==> config.mk <==
export PLATFORM = sky130hd
export DESIGN_NAME = pwm_multi
export DESIGN_NICKNAME = d
export VERILOG_FILES = /design/src/rtl/pwm_multi.sv
export SDC_FILE = /design/constraint.sdc
export NUM_CORES = 1
export LEC_CHECK = 0
export CAP_MARGIN = 10
export CORE_AREA = 2 2 136 138
export DETAILED_ROUTE_END_ITERATION = 16
export DIE_AREA = 0 0 138 140
export GPL_ROUTABILITY_DRIVEN = 0
export SETUP_SLACK_MARGIN = 0.1
export SYNTH_ARGS = -nofsm -noshare
export SYNTH_HDL_FRONTEND = slang
export SYNTH_SLANG_ARGS = --single-unit
==> constraint.sdc <==
create_clock -name clk -period 3.5 [get_ports clk]
set_input_delay 0.7 -clock clk [delete_from_list [all_inputs] [get_ports clk]]
set_output_delay 0.7 -clock clk [all_outputs]
set_load 0.02 [all_outputs]
==> src/rtl/pwm_multi.sv <==
// pwm_multi: multi-channel PWM generator with one shared prescaler and one
// shared period counter. The counter runs edge-aligned (0..P, wrap) or
// centre-aligned (0..P..1, then 0). Each channel has a pending duty register
// that is copied to its active register only at a period boundary, plus its
// own output polarity.
//
// Ports:
//   clk          rising-edge clock
//   rst          asynchronous active-high reset
//   en           run enable; while low, the counters are held and the shadows load
//   center       0 = edge-aligned, 1 = centre-aligned (shadowed)
//   period       counter top value (shadowed)
//   prescale     a counter tick occurs every prescale+1 clocks
//   duty_wr      one-cycle duty write strobe
//   duty_sel     channel index for the write (ignored if >= CHANNELS)
//   duty_data    duty value for the write
//   pol          per-channel polarity, 1 inverts (not shadowed)
//   pwm_out      registered PWM outputs
//   period_tick  one-clock pulse while cnt sits at 0 after a boundary
module pwm_multi #(
  parameter int CHANNELS = 4,
  parameter int WIDTH    = 8,
  parameter int PRESC_W  = 8
) (
  input  logic                clk,
  input  logic                rst,
  input  logic                en,
  input  logic                center,
  input  logic [WIDTH-1:0]    period,
  input  logic [PRESC_W-1:0]  prescale,
  input  logic                duty_wr,
  input  logic [3:0]          duty_sel,
  input  logic [WIDTH-1:0]    duty_data,
  input  logic [CHANNELS-1:0] pol,
  output logic [CHANNELS-1:0] pwm_out,
  output logic                period_tick
);

  typedef enum logic {DIR_UP = 1'b0, DIR_DOWN = 1'b1} dir_e;

  localparam logic [WIDTH-1:0]   CNT_ONE  = WIDTH'(1);
  localparam logic [PRESC_W-1:0] PCNT_ONE = PRESC_W'(1);

  logic [PRESC_W-1:0]  pcnt_q, pcnt_d;
  logic [WIDTH-1:0]    cnt_q, cnt_d;
  dir_e                dir_q, dir_d;
  logic [WIDTH-1:0]    duty_pend_q [CHANNELS];
  logic [WIDTH-1:0]    duty_pend_d [CHANNELS];
  logic [WIDTH-1:0]    duty_act_q  [CHANNELS];
  logic [WIDTH-1:0]    duty_act_d  [CHANNELS];
  logic [WIDTH-1:0]    period_act_q, period_act_d;
  logic                center_act_q, center_act_d;
  logic [CHANNELS-1:0] pwm_out_q, pwm_out_d;
  logic                period_tick_q, period_tick_d;

  logic                tick;
  logic                boundary;
  logic [WIDTH-1:0]    cnt_step;
  dir_e                dir_step;

  // Counter value and direction that one tick would produce.
  always_comb begin
    cnt_step = cnt_q;
    dir_step = dir_q;
    if (!center_act_q) begin
      dir_step = DIR_UP;
      cnt_step = (cnt_q == period_act_q) ? '0 : cnt_q + CNT_ONE;
    end else if (period_act_q == '0) begin
      // Degenerate centre period: cnt pinned at 0, every tick is a boundary.
      dir_step = DIR_UP;
      cnt_step = '0;
    end else if (dir_q == DIR_UP) begin
      if (cnt_q == period_act_q) begin
        dir_step = DIR_DOWN;
        cnt_step = period_act_q - CNT_ONE;
      end else begin
        cnt_step = cnt_q + CNT_ONE;
      end
    end else begin
      if (cnt_q == '0) begin
        dir_step = DIR_UP;
        cnt_step = CNT_ONE;
      end else begin
        cnt_step = cnt_q - CNT_ONE;
      end
    end
  end

  always_comb begin
    pcnt_d        = pcnt_q;
    cnt_d         = cnt_q;
    dir_d         = dir_q;
    duty_pend_d   = duty_pend_q;
    duty_act_d    = duty_act_q;
    period_act_d  = period_act_q;
    center_act_d  = center_act_q;
    pwm_out_d     = pwm_out_q;
    period_tick_d = 1'b0;
    boundary      = 1'b0;
    tick          = en && (pcnt_q == prescale);

    // Writes land in the pending bank only; the active bank reads the old
    // pending value if a write coincides with a boundary.
    for (int i = 0; i < CHANNELS; i++) begin
      if (duty_wr && (duty_sel == 4'(i))) begin
        duty_pend_d[i] = duty_data;
      end
    end

    if (!en) begin
      pcnt_d       = '0;
      cnt_d        = '0;
      dir_d        = DIR_UP;
      period_act_d = period;
      center_act_d = center;
      duty_act_d   = duty_pend_q;
      pwm_out_d    = pol;
    end else begin
      pcnt_d = tick ? '0 : pcnt_q + PCNT_ONE;
      if (tick) begin
        cnt_d    = cnt_step;
        dir_d    = dir_step;
        boundary = (cnt_step == '0);
        if (boundary) begin
          duty_act_d   = duty_pend_q;
          period_act_d = period;
          center_act_d = center;
          if (center != center_act_q) begin
            dir_d = DIR_UP;
          end
        end
      end
      for (int i = 0; i < CHANNELS; i++) begin
        pwm_out_d[i] = pol[i] ^ (cnt_q < duty_act_q[i]);
      end
      period_tick_d = boundary;
    end
  end

  always_ff @(posedge clk or posedge rst) begin
    if (rst) begin
      pcnt_q        <= '0;
      cnt_q         <= '0;
      dir_q         <= DIR_UP;
      period_act_q  <= '0;
      center_act_q  <= 1'b0;
      pwm_out_q     <= '0;
      period_tick_q <= 1'b0;
      for (int i = 0; i < CHANNELS; i++) begin
        duty_pend_q[i] <= '0;
        duty_act_q[i]  <= '0;
      end
    end else begin
      pcnt_q        <= pcnt_d;
      cnt_q         <= cnt_d;
      dir_q         <= dir_d;
      period_act_q  <= period_act_d;
      center_act_q  <= center_act_d;
      pwm_out_q     <= pwm_out_d;
      period_tick_q <= period_tick_d;
      duty_pend_q   <= duty_pend_d;
      duty_act_q    <= duty_act_d;
    end
  end

  assign pwm_out     = pwm_out_q;
  assign period_tick = period_tick_q;

endmodule

==> impl.org, run 1 <==
** Route
- Wire length after detailed routing :: 11,600 microns
- The detailed router placed 3,657 vias in this run.
- Final antenna-violating net count :: 0
- Final routed DRC violation total :: 0
- After detailed routing, the average wire length per cell comes to 15.3 microns.
- Detailed-route vias per instance :: 4.82
- Initial detailed-routing violation count :: 218
- For this run, the detailed router's first-pass iteration total came to 4.

** Power and ir drop
- In this run, the combinational gates consume 18.0% of the power.
- Portion of total power attributed to sequential cells :: 47.0%
- Overall power consumption after layout is estimated at 3.06 mW.
- The clock network accounts for 35.0% of the total power.
- The worst-case IR drop observed on VDD is 248 uV.
- Switching Fraction :: 26.3%
- For this design the static power due to leakage is 2.99 nW.
- The internal power of the cells totals 2.25 mW.
- Ratio of total power to cell area :: 472 nW/um^2
- In this run the power spent charging and discharging nets is 0.806 mW.

** Hold path
- Min-delay worst type :: flop to flop

** Worst setup path
- The cell that appears most often on the critical path is sky130_fd_sc_hd__o41ai_4.
- Worst Setup Path Type :: flop to flop
- Kind of start point of the critical path :: flop
- Grouping stages by cell kind, the critical path spends the most delay in compound AO/OA/AOI/OAI gates.
- The worst setup path is captured at a flop.
- Worst-path cell with the longest stage delay :: sky130_fd_sc_hd__or4_4
- Crit path required time :: 3.73 ns
- Cell chain of the critical path :: or4_4 > o41ai_4 > nor4_1 > a311oi_2 > nand4b_1 > o41ai_4 > buf_4 > buf_12 > mux2_1
- Together, buffers and inverters on the worst path number 2.
- At the worst endpoint, the arrival time is 3.52 ns.
- In this design, the stage delay of the slowest critical-path cell is 0.60 ns.
- Crit path max fanout :: 17

** Job
- The tool flagged a number of max-cap violations equal to 0.

** STA
- Smallest hold slack :: 0.489 ns
- Timing would allow up to 303 MHz.
- The number of endpoints with negative hold slack in the final report was 0.
- Summed over all failing endpoints, the final setup total negative slack is 0 ns.
- Final clock period utilization by the worst path :: 94.2%
- Period minus WS final :: 3.30 ns
- Setup repair after global routing missed its margin :: no
- Final setup viols :: 0
- Measured against its own limit, the worst slew margin works out to 57.1%.
- Fin. max-slew vios :: 0
- Across the routed clock network, the largest skew measured is 0.00664 ns.
- At the pin with the least slew margin, the transition time is 0.638 ns.

** Yosys
- The share of the Yosys chip area taken by registers is 45.1%.
- Among all flip-flop cells after synthesis, the most frequent one is sky130_fd_sc_hd__dfrtp_1.
- Proportion of register bits with asynchronous set or reset after synthesis :: 100%
- Top cells by area, synth :: sky130_fd_sc_hd__dfrtp_1, sky130_fd_sc_hd__mux2_1, sky130_fd_sc_hd__ha_1
- The biggest area contributor in the post-synthesis netlist is sky130_fd_sc_hd__dfrtp_1.
- Avg Synthesized Cell Area :: 11.3 sq um
- Summed over its instances, the top area cell type makes up 45.1% of the synthesized netlist area.
- Synthesis produced 465 cells.
- Count of different cell masters after synthesis :: 49
- Number of flip-flops and latches in the synthesized netlist :: 95
- Yosys printed 0 warnings.
- Summing every instance area after synthesis gives 5270 sq um.
- Syn Nets :: 536
- Number of flops mapped to enable cells by yosys :: 0

** Floorplanning
- 42 I/O pins were placed.
- Number of core rows :: 49
- Total die area :: 19,300 sq um
- Die Y :: 140 microns
- Die extent in x :: 138 microns
- Core region area :: 17,800 sq um
- For this configuration, the core starts out at a cell density of 29.6%.

** Final layout
- Most frequent cells in the layout :: sky130_fd_sc_hd__dfrtp_1, sky130_fd_sc_hd__clkdlybuf4s50_1, sky130_fd_sc_hd__mux2_1
- Number of nets at the end of the flow :: 596
- Area of all placed cells without fillers :: 6480 sq um
- Finished Core Util :: 36.5%
- Leaving out fill and tap cells, the most frequent cell in the layout is sky130_fd_sc_hd__dfrtp_1.
- The layout has 1,707 filler cells.
- Share of final-layout standard cells stronger than drive strength 1 :: 17.9%
- Compared with the post-synthesis result, the final layout area differs by 23.0%.
- Count of antenna diodes in the layout :: 0

** Global route
- The number of antenna violations at the first check in global routing was 0.
- Entering global routing, the biggest net connects 84 pins.
- Remaining global-route overflow :: 0
- Global routing used 12.5% of the available tracks across all layers.
- Vias in the first global route :: 3,954
- Wire length of the first global-routing pass :: 19,600 microns

** Clocking
- CTS tree :: built
- Clock-pin slew was measured on the worst setup and hold paths at 0.07 ns.
- The H-tree was split into 3 levels.
- # hold bufs at CTS :: 0
- Clock Tree Root :: sky130_fd_sc_hd__clkbuf_16
- Latest clock arrival within the worst-skew pair :: 0.34 ns
- Counting the buffers created by CTS gives 9.
- TritonCTS sink count :: 95
- Number of buffers on the longest clock path :: 2

** Run status
- Outcome :: finished, final reports clean

** Placed design
- Once detailed placement completed, the half-perimeter wirelength came to 8550 microns.
- Count of input and output buffers :: 41
- The placed instances occupy a cell area of 6050 sq um.
routing by layer:
metal | GRT usage, % | part of all wire, % | vias up | routed length, microns
met5 | 0 | 0 | - | 0
met4 | 6.50 | 3.0 | 0 | 352
met3 | 1.81 | 2.4 | 27 | 283
met2 | 21.7 | 51 | 58 | 5980
met1 | 15.0 | 43 | 1821 | 5000
li1 | - | - | 1751 | -
worst paths after layout:
path	from	to	slack, ns	cells after the start
worst max-delay path	period_act_q[2]	duty_act_q[15]	0.20	9
worst min-delay path	duty_pend_q[16]	duty_act_q[16]	0.49	1
worst max register to register	period_act_q[2]	duty_act_q[15]	0.20	9
worst min register to register	duty_pend_q[16]	duty_act_q[16]	0.49	1
max in group asynchronous	rst	period_act_q[2]	2.17	3
min in group asynchronous	rst	pcnt_q[6]	0.60	2
worst register-to-register path, cell delays in order, from the launching register on:
cell and delay [ns]:
sky130_fd_sc_hd__dfrtp_2 0.45, sky130_fd_sc_hd__or4_4 0.60, sky130_fd_sc_hd__o41ai_4 0.35, sky130_fd_sc_hd__nor4_1 0.13
sky130_fd_sc_hd__a311oi_2 0.36, sky130_fd_sc_hd__nand4b_1 0.23, sky130_fd_sc_hd__o41ai_4 0.33, sky130_fd_sc_hd__buf_4 0.20
sky130_fd_sc_hd__buf_12 0.16, sky130_fd_sc_hd__mux2_1 0.36
power groups by stage:
stage	sequential [mW]	combinational [mW]	clock (mW)
detailed placement	1.46	0.546	0
CTS	1.44	0.564	1.10
global placement	1.45	0.520	0
global route	1.47	0.624	1.14
floorplan	1.41	0.389	0
finish	1.44	0.551	1.07
sequential cells by signal, indices dropped and copies added (netlist names):
signal / cells
period_act_q: 8
pcnt_q: 8
dir_q: 1
cnt_q: 8
pwm_out: 4
center_act_q: 1
period_tick: 1
duty_act_q: 32
duty_pend_q: 32
synth_stat cells (7+ instances only):
library cell	number
sky130_fd_sc_hd__o21ai_0	10
sky130_fd_sc_hd__nor2_1	20
sky130_fd_sc_hd__clkbuf_1	7
sky130_fd_sc_hd__nand3_1	8
sky130_fd_sc_hd__a21oi_1	14
sky130_fd_sc_hd__a211oi_1	10
sky130_fd_sc_hd__and3_1	7
sky130_fd_sc_hd__a21o_1	16
sky130_fd_sc_hd__ha_1	34
sky130_fd_sc_hd__dfrtp_1	95
sky130_fd_sc_hd__xor2_1	18
sky130_fd_sc_hd__inv_1	40
sky130_fd_sc_hd__nand2_1	26
sky130_fd_sc_hd__mux2_1	40
sky130_fd_sc_hd__xnor2_1	24
sky130_fd_sc_hd__mux2_2	34
final cells by class:
cell class	count	area (sq um)	share of cell area (%)
inverter	40	151	2.34
tap	229	287	4.42
sequential	95	2380	36.7
clock inverter	7	103	1.58
clock buffer	9	225	3.47
multi-input combinational	313	2690	41.5
timing repair buffer	66	648	10.0
metrics by stage:
stage | setup slack [ns] | std cells
2_1_floorplan | 0.186 | 465
3_3_place_gp | 0.0902 | 739
3_5_place_dp | -0.0188 | 739
4_1_cts | 0.107 | 757
5_1_grt | 0.0968 | 759
6_report | 0.202 | 759
logic make-up (layout without fill, tap and decap cells):
kind of cell / after synthesis / in the layout / share of synthesized area (%)
flops: 95 / 95 / 45.1
simple gates: 95 / 95 / 9.45
mux: 75 / 75 / 16.0
compound gates: 67 / 67 / 9.55
buf+inv: 57 / 122 / 4.82
xor+xnor: 42 / 42 / 6.98
fa+ha+maj: 34 / 34 / 8.07
repair_timing:
item | CTS | global route
gates cloned | 1 | 0
pin swaps | 1 | 2
setup endpoints to repair | 41 | 41
resized for setup | 2 | 8
buffers inserted | 1 | 2
hold endpoints to repair | 0 | 0
No activity file was read; power rests on OpenSTA's default activity.
==> inputs of run 2 (changes only) <==
--- a/config.mk
+++ b/config.mk
@@ -6,10 +6,11 @@
 export NUM_CORES = 1
 export LEC_CHECK = 0
 export CAP_MARGIN = 10
-export CORE_AREA = 2 2 136 138
+export CORE_AREA = 2 2 100 141
 export DETAILED_ROUTE_END_ITERATION = 16
-export DIE_AREA = 0 0 138 140
+export DIE_AREA = 0 0 102 143
 export GPL_ROUTABILITY_DRIVEN = 0
+export GPL_TIMING_DRIVEN = 0
 export SETUP_SLACK_MARGIN = 0.1
 export SYNTH_ARGS = -nofsm -noshare
 export SYNTH_HDL_FRONTEND = slang
==> run 2 against run 1 <==
  * Register-to-register slack worse by 0.18 ns
  * Count of clock-buffer cells in the layout is the same
  * Via count rose by 1.7%
  * Worst setup slack worse by 0.18 ns
  * Global-route usage is 4.7 points higher
  * Clock power is 4% lower
  * Worst hold slack lost 0.0047 ns
  * Power rose by 0.44%
==> impl.org, run 2 (synthesis gave the netlist of run 1 again) <==
** Global route
- The maximum number of pins on one net before global-route repair is 75 (-11%).
- The global-route wire length before repair came to 19,400 microns (-1.3%).
- Vias in the first global route :: 3,862 (-2.3%)
- Remaining global-route overflow :: 0 (unchanged)
- The aggregate global-route resource usage is 17.1% (+4.7 points).
- The number of antenna violations at the first check in global routing was 0 (unchanged).

** STA
- The setup clock skew after layout was 0.00632 ns (-0.000316 ns).
- Final hold violation count :: 0 (unchanged)
- Final clock period utilization by the worst path :: 99.4% (+5.2 points)
- Relative slew slack :: 41.8% (-15 points)
- Fin. max-slew vios :: 0 (unchanged)
- Setup repair after global routing missed its margin :: yes
- The transition time at the pin with the least slew margin was 0.869 ns (+0.232 ns).
- The minimum clock period was 3.48 ns (+0.181 ns).
- Final setup viols :: 0 (unchanged)
- Achievable Freq :: 287 MHz (-5.2%)

** Power and ir drop
- Net switching component of the power :: 0.839 mW (+4.1%)
- The peak ir drop on the vdd network is 318 uV (+28%).
- Portion of total power attributed to sequential cells :: 46.5% (-0.5 points)
- The power density over cell area is 458 nW/um^2 (-2.9%).
- Clock network fraction of design power :: 33.4% (-1.6 points)
- The share of total power consumed by net switching is 27.3% (+0.96 points).
- Leakage power :: 3.11 nW (+3.9%)
- The total power after layout was 3.07 mW (+0.44%).
- The cell internal power dissipation came to 2.24 mW (-0.86%).
- Proportion of power drawn by combinational gates :: 20.1% (+2.1 points)

** Placed design
- The total of buffers placed on input and output ports came to 41 (unchanged).
- Estimated wirelength of the detail-placed design :: 8490 microns (-0.75%)
- The number of placed instances with taps included was 690 (-6.6%).

** Clocking
- TritonCTS built the clock tree.
- # hold bufs at CTS :: 0 (unchanged)
- The count of clock tree sinks came to 95 (unchanged).
- CTS placed an instance of sky130_fd_sc_hd__clkbuf_16 at the clock tree root.
- Number of buffers on the longest clock path :: 2 (unchanged)
- The number of H-tree levels is 3 (unchanged).
- The later-pin clock latency in the skew report was 0.35 ns (about the same).
- The clock transition at the register clock pins on the worst setup and hold paths after CTS was 0.07 ns (about the same).
- Number of buffers created by CTS :: 9 (unchanged)

** Final layout
- The top cell types in the final layout, fill and taps aside, are sky130_fd_sc_hd__dfrtp_1, sky130_fd_sc_hd__clkdlybuf4s50_1, sky130_fd_sc_hd__inv_1.
- The number of inserted diodes came to 0 (unchanged).
- The number of standard cells in the layout, taps in and fillers out came to 728 (-4.1%).
- Most frequent standard cell in the layout excluding fill and tap cells :: sky130_fd_sc_hd__dfrtp_1
- Number of nets at the end of the flow :: 612 (+2.7%)
- Signed area change from the synthesized netlist to the final layout :: 27.3%
- In the final layout, the registers with the most flip-flops are duty_act_q (32), duty_pend_q (32).
- Share of final-layout standard cells stronger than drive strength 1 :: 25.3% (+7.4 points)

** Job
- The count of maximum capacitance violations is 0 (unchanged).

** Worst setup path
- The combined buffer and inverter count along the critical path was 2 (unchanged).
- Nature of the critical path endpoint :: flop
- The delay of the slowest cell on the worst path is 0.58 ns (-0.02 ns).
- Critical R2R Capture :: period_act_q[3]
- The critical path goes through or4_4 > nor4_4 > o21ai_2 > and3_4 > a311oi_4 > nand4b_1 > o41ai_4 > buf_6 > clkbuf_16 > mux2_1.
- The required time of the critical path was 3.73 ns (about the same).
- Kind of start point of the critical path :: flop
- The number of cells on the critical path is 10 (+1).
- The worst setup path is of the flop to flop kind.
- Crit path max fanout :: 7 (-10)
- Cell type group with the largest total delay on the critical path :: simple AND/OR/NAND/NOR gates
- The flop-to-flop setup slack is 0.02 ns (-0.18 ns).
- Launching point of the worst reg2reg path :: period_act_q[3]
- Signal arrival time at the worst endpoint :: 3.71 ns (+0.19 ns)
- The worst reg-to-reg path cell count came to 10 (+1).
- The slowest stage of the critical path is the sky130_fd_sc_hd__or4_4 cell.
- End point of the critical path :: period_act_q[3]
- Worst setup path startpoint :: period_act_q[3]

** Route
- Met2 wire length :: 6260 microns (+4.6%)
- The post-route antenna net violation count came to 0 (unchanged).
- The met1 wire length is 4850 microns (-3.1%).
- Wire length after detailed routing :: 11,800 microns (+1.4%)
- The detailed router used layers up to and including met4.
- Final routed DRC violation total :: 0 (unchanged)
- The via count is 3,720 (+1.7%).
- The first-iteration detailed-routing DRC count is 123 (-44%).
- Routed length on met3 :: 325 microns (+15%)
- The average wire per standard cell was 16.2 microns (+5.7%).
- The total iterations of the first detailed-routing run was 5 (+1).
- The ratio of routed vias to standard cells came to 5.11 (+6.1%).

** Floorplanning
- Die extent in x :: 102 microns (-26%)
- Die Y :: 143 microns (+2.1%)
- The die area came to 14,600 sq um (-25%).
- The area of the placeable core came to 13,300 sq um (-25%).
- Initial standard-cell utilization of the core :: 39.7% (+10 points)
- Total I/O pin count :: 42 (unchanged)
- Number of core rows :: 50 (+2.0%)

** Hold path
- The worst hold path belongs to the class flop to flop.

** Run status
- Outcome :: finished, final reports clean
[run 2: layout make-up]
type,instances,area (sq um)
Fill cell,1232,6550
Sequential cell,95,2390
Inverter,40,153
Buffer,16,161
Timing Repair Buffer,66,669
Tap cell,182,228
Multi-Input combinational cell,313,2800
Clock buffer,9,225
Clock inverter,7,86.3
[run 2: per-layer routing]
layer / vias to the layer above / GRT usage, %
li1: 1780 / -
met1: 1857 / 20.6
met2: 65 / 30.0
met3: 18 / 2.45
met4: 0 / 7.51
met5: - / 0
[run 2: how the worst min path moves through the flow]
stage | start | endpoint | slack [ns] | cells past startpoint
after floorplan | duty_act_q[10] | duty_act_q[10] | 0.46 | 1
after global placement | duty_act_q[29] | duty_act_q[29] | 0.47 | 1
after detailed placement | duty_pend_q[10] | duty_act_q[10] | 0.47 | 1
after CTS | duty_pend_q[13] | duty_act_q[13] | 0.49 | 1
after global routing | duty_pend_q[1] | duty_act_q[1] | 0.51 | 1
final | duty_pend_q[10] | duty_act_q[10] | 0.48 | 1
[run 2: power by group through the flow]
stage / Combinational [mW] / Sequential [mW] / Clock, mW
global placement: 0.527 / 1.43 / 0
global route: 0.695 / 1.46 / 1.10
finish: 0.617 / 1.43 / 1.03
detailed placement: 0.554 / 1.45 / 0
CTS: 0.567 / 1.42 / 1.06
floorplan: 0.389 / 1.41 / 0
[run 2: what timing repair did]
| action | CTS | global route |
|---|---|---|
| pin swaps | 2 | 11 |
| gates resized for setup | 12 | 58 |
| cloned | 0 | 2 |
| setup buffers | 3 | 18 |
| setup endpoints to repair | 41 | 41 |
[run 2: stage by stage]
step	util, %	setup slack, ns	area, sq um	TNS [ns]	hold WS, ns
finish	50.6	0.0205	6710	0	0.484
global route	50.6	-0.0555	6710	-1.34	0.507
CTS	47.7	0.114	6320	0	0.487
detailed placement	44.8	-0.380	5940	-14.65	0.473
global placement	44.5	-1.12	5910	-118.12	0.467
floorplan	-	0.186	5270	0	0.458
==> inputs of run 3 (changes only) <==
--- a/config.mk
+++ b/config.mk
@@ -6,11 +6,14 @@
 export NUM_CORES = 1
 export LEC_CHECK = 0
 export CAP_MARGIN = 10
-export CORE_AREA = 2 2 100 141
+export CELL_PAD_IN_SITES_DETAIL_PLACEMENT = 1
+export CELL_PAD_IN_SITES_GLOBAL_PLACEMENT = 2
+export CORE_AREA = 2 2 106 149
 export DETAILED_ROUTE_END_ITERATION = 16
-export DIE_AREA = 0 0 102 143
+export DIE_AREA = 0 0 108 151
 export GPL_ROUTABILITY_DRIVEN = 0
 export GPL_TIMING_DRIVEN = 0
+export PLACE_DENSITY_LB_ADDON = 0.1
 export SETUP_SLACK_MARGIN = 0.1
 export SYNTH_ARGS = -nofsm -noshare
 export SYNTH_HDL_FRONTEND = slang
==> run 3 against run 2 <==
  * Routed wire length increased by 9.8%
  * Clock skew grew 0.0062 ns
  * Flip-flop and latch count unchanged
  * Cell count up 0.41%
  * First-iteration DRC count down 28%
  * Clock power about the same
  * Core utilization down 6.9 points
  * Sequential power about the same
  * Global-route usage shrank 0.17 points
  * Critical endpoint is now duty_act_q[16]
==> impl.org, run 3 (synthesis gave the netlist of run 1 again) <==
** Run status
- Outcome :: finished, final reports clean

** Final layout
- Area of combinational cells with multiple inputs :: 2730 sq um (-2.5%)
- The footprint of the flip-flops and latches was 2390 sq um (-0.10%).
- Leading registers by flop count :: duty_act_q (32), duty_pend_q (32)
- The utilization after layout was 43.7% (-6.9 points).
- Fillcell total :: 1,640 (+33%)
- The total non-filler cell area in the finished layout came to 6520 sq um (-2.8%).
- Number of nets at the end of the flow :: 605 (-1.1%)
- The number of inserted diodes is 0 (unchanged).
- Most frequent standard cell in the layout excluding fill and tap cells :: sky130_fd_sc_hd__dfrtp_1
- In the layout the commonest cells are sky130_fd_sc_hd__dfrtp_1, sky130_fd_sc_hd__clkdlybuf4s50_1, sky130_fd_sc_hd__mux2_1.
- The fraction of final layout cells sized beyond drive strength 1 is 20.8% (-4.5 points).
- Relative to the synthesized area, the layout overhead comes to 23.8%.

** Floorplanning
- Number of core rows :: 53 (+6.0%)
- The die outline height was 151 microns (+5.6%).
- The die area came to 16,300 sq um (+12%).
- The count of boundary I/O pins came to 42 (unchanged).
- Die extent in x :: 108 microns (+5.9%)
- The area of the placeable core came to 14,900 sq um (+13%).
- Initial standard-cell utilization of the core :: 35.3% (-4.4 points)

** Route
- The total iterations of the first detailed-routing run is 4 (-1).
- The post-route antenna net violation count was 0 (unchanged).
- Final routed DRC violation total :: 0 (unchanged)
- Wire length after detailed routing :: 12,900 microns (+9.8%)
- The first-iteration detailed-routing DRC count came to 89 (-28%).
- The via count is 3,682 (-1.0%).
- The average wire per standard cell was 17.7 microns (+9.3%).
- The ratio of routed vias to standard cells was 5.04 (-1.4%).

** Clocking
- Number of buffers on the longest clock path :: 2 (unchanged)
- Number of H-tree levels :: 3 (unchanged)
- The number of CTS-inserted buffers is 9 (unchanged).
- CTS tree :: built
- The count of clock tree sinks is 95 (unchanged).
- The later-pin clock latency in the skew report came to 0.35 ns (about the same).
- The clock transition at the register clock pins on the worst setup and hold paths after CTS came to 0.07 ns (about the same).
- Clock tree synthesis selected as its root buffer the cell sky130_fd_sc_hd__clkbuf_16.

** Placed design
- Placed cell area :: 5960 sq um (+0.21%)
- Pre-CTS setup slack :: -0.620 ns (-0.240 ns)
- The post-detailed-placement half-perimeter wirelength came to 9600 microns (+13%).
- The total of buffers placed on input and output ports was 41 (unchanged).

** Job
- Number of max-capacitance violations reported :: 0 (unchanged)

** STA
- The number of endpoints with negative hold slack in the final report came to 0 (unchanged).
- The transition time at the pin with the least slew margin is 0.915 ns (+0.0458 ns).
- The post-route fraction of the period consumed by the critical path came to 94.5% (-4.9 points).
- The final count of pins violating max slew was 0 (unchanged).
- The minimum setup slack in the final design was 0.192 ns (+0.172 ns).
- The setup clock skew after layout came to 0.0125 ns (+0.00616 ns).
- The accumulated negative setup slack came to 0 ns (unchanged).
- Setup repair after global routing missed its margin :: yes
- The max-slew headroom at the worst pin came to 38.8% (-3.1 points).
- Final setup viols :: 0 (unchanged)
- The worst hold slack came to 0.486 ns (+0.00166 ns).
- Period minus WS final :: 3.31 ns (-0.172 ns)
- The fmax is 302 MHz (+5.2%).

** Worst setup path
- Library cell appearing most often on the critical path :: sky130_fd_sc_hd__buf_6
- The critical path data arrival time is 3.54 ns (-0.17 ns).
- The required time of the critical path came to 3.73 ns (about the same).
- Reg-to-reg slack, setup :: 0.19 ns (+0.17 ns)
- Critical R2R Capture :: duty_act_q[16]
- Cell chain of the critical path :: or4_4 > nor4_4 > o21ai_2 > and3_1 > a311oi_2 > nand4b_1 > o41ai_4 > buf_6 > buf_6 > mux2_1
- The startpoint identified for the worst register-to-register timing path is period_act_q[2].
- The worst reg-to-reg path cell count came to 10 (unchanged).
- Kind of start point of the critical path :: flop
- Worst Setup Path Type :: flop to flop
- Nature of the critical path endpoint :: flop
- The delay of the slowest cell on the worst path came to 0.60 ns (+0.02 ns).
- On the critical path, the stage with the largest delay is an instance of sky130_fd_sc_hd__or4_4.
- The largest driver fanout on the critical path was 10 (+3).

** Hold path
- Hold wc startpoint :: duty_pend_q[15]
- Min-delay worst type :: flop to flop
- Endpoint of the worst hold path :: duty_act_q[15]
- The worst hold path stage count is 1 (unchanged).

** Power and ir drop
- The peak ir drop on the vdd network was 206 uV (-35%).
- The standby leakage power was 2.99 nW (-3.7%).
- The power density over cell area came to 458 nW/um^2 (about the same).

** Global route
- GRT Util Overall :: 16.9% (-0.17 points)
- Vias in the first global route :: 3,918 (+1.5%)
- Pin count of the biggest net entering global routing :: 71 (-5.3%)
- The number of antenna violations at the first check in global routing was 0 (unchanged).
- The global route total overflow is 0 (unchanged).
- The global-route wire length before repair came to 20,800 microns (+7.2%).
==> run 3: worst max-delay path by stage <==
stage | startpoint | slack [ns] | endpoint | depth (start not counted)
floorplan | cnt_q[1] | 0.19 | center_act_q | 12
global placement | rst | -1.26 | period_act_q[6] | 2
detailed placement | cnt_q[1] | -0.62 | period_act_q[6] | 11
CTS | cnt_q[3] | 0.1 | duty_act_q[31] | 12
global route | period_act_q[2] | 0.01 | duty_act_q[15] | 10
finish | period_act_q[2] | 0.19 | duty_act_q[16] | 10
==> run 3: worst max-delay path: cells and delay by family, from the launching register on <==
family                 cells  cell delay, ns
muxes                      1            0.33
AOI/OAI and AO/OA          3            0.73
buffers and inverters      2            0.37
DFF                        1            0.46
and+or+nand+nor            4            1.29
==> run 3: layout make-up <==
type | instances | area share, %
repair buffers | 59 | 8.73
well taps | 192 | 3.68
multi-input cells | 313 | 41.8
clock buffers | 9 | 3.45
flip-flops and latches | 95 | 36.6
inverters | 40 | 2.34
plain buffers | 16 | 2.30
clock inverters | 7 | 1.07
==> run 3: where the power goes <==
group / switching (mW) / internal [mW]
combinational: 0.251 / 0.314
clock: 0.446 / 0.556
sequential: 0.115 / 1.31
==> run 3: layer usage <==
| layer | GRT usage [%] | up-vias | wire length, microns |
|---|---|---|---|
| met1 | 19.5 | 1871 | 5410 |
| met3 | 2.88 | 19 | 213 |
| met2 | 31.3 | 28 | 7020 |
| met4 | 6.09 | 0 | 292 |
| met5 | 0 | - | 0 |
| li1 | - | 1764 | - |
==> run 3: repair_timing <==
item                       CTS  global route
resized for setup           17            24
setup endpoints to repair   43            42
hold buffers                 0             0
pin swaps                    5             2
buffers inserted             7             9
==> run 3: through the flow <==
stage / cells / total power, mW
after detailed placement: 700 / 2.00
after global routing: 731 / 3.16
after global placement: 698 / 1.97
after floorplan: 465 / 1.80
final: 731 / 2.99
after CTS: 723 / 3.04
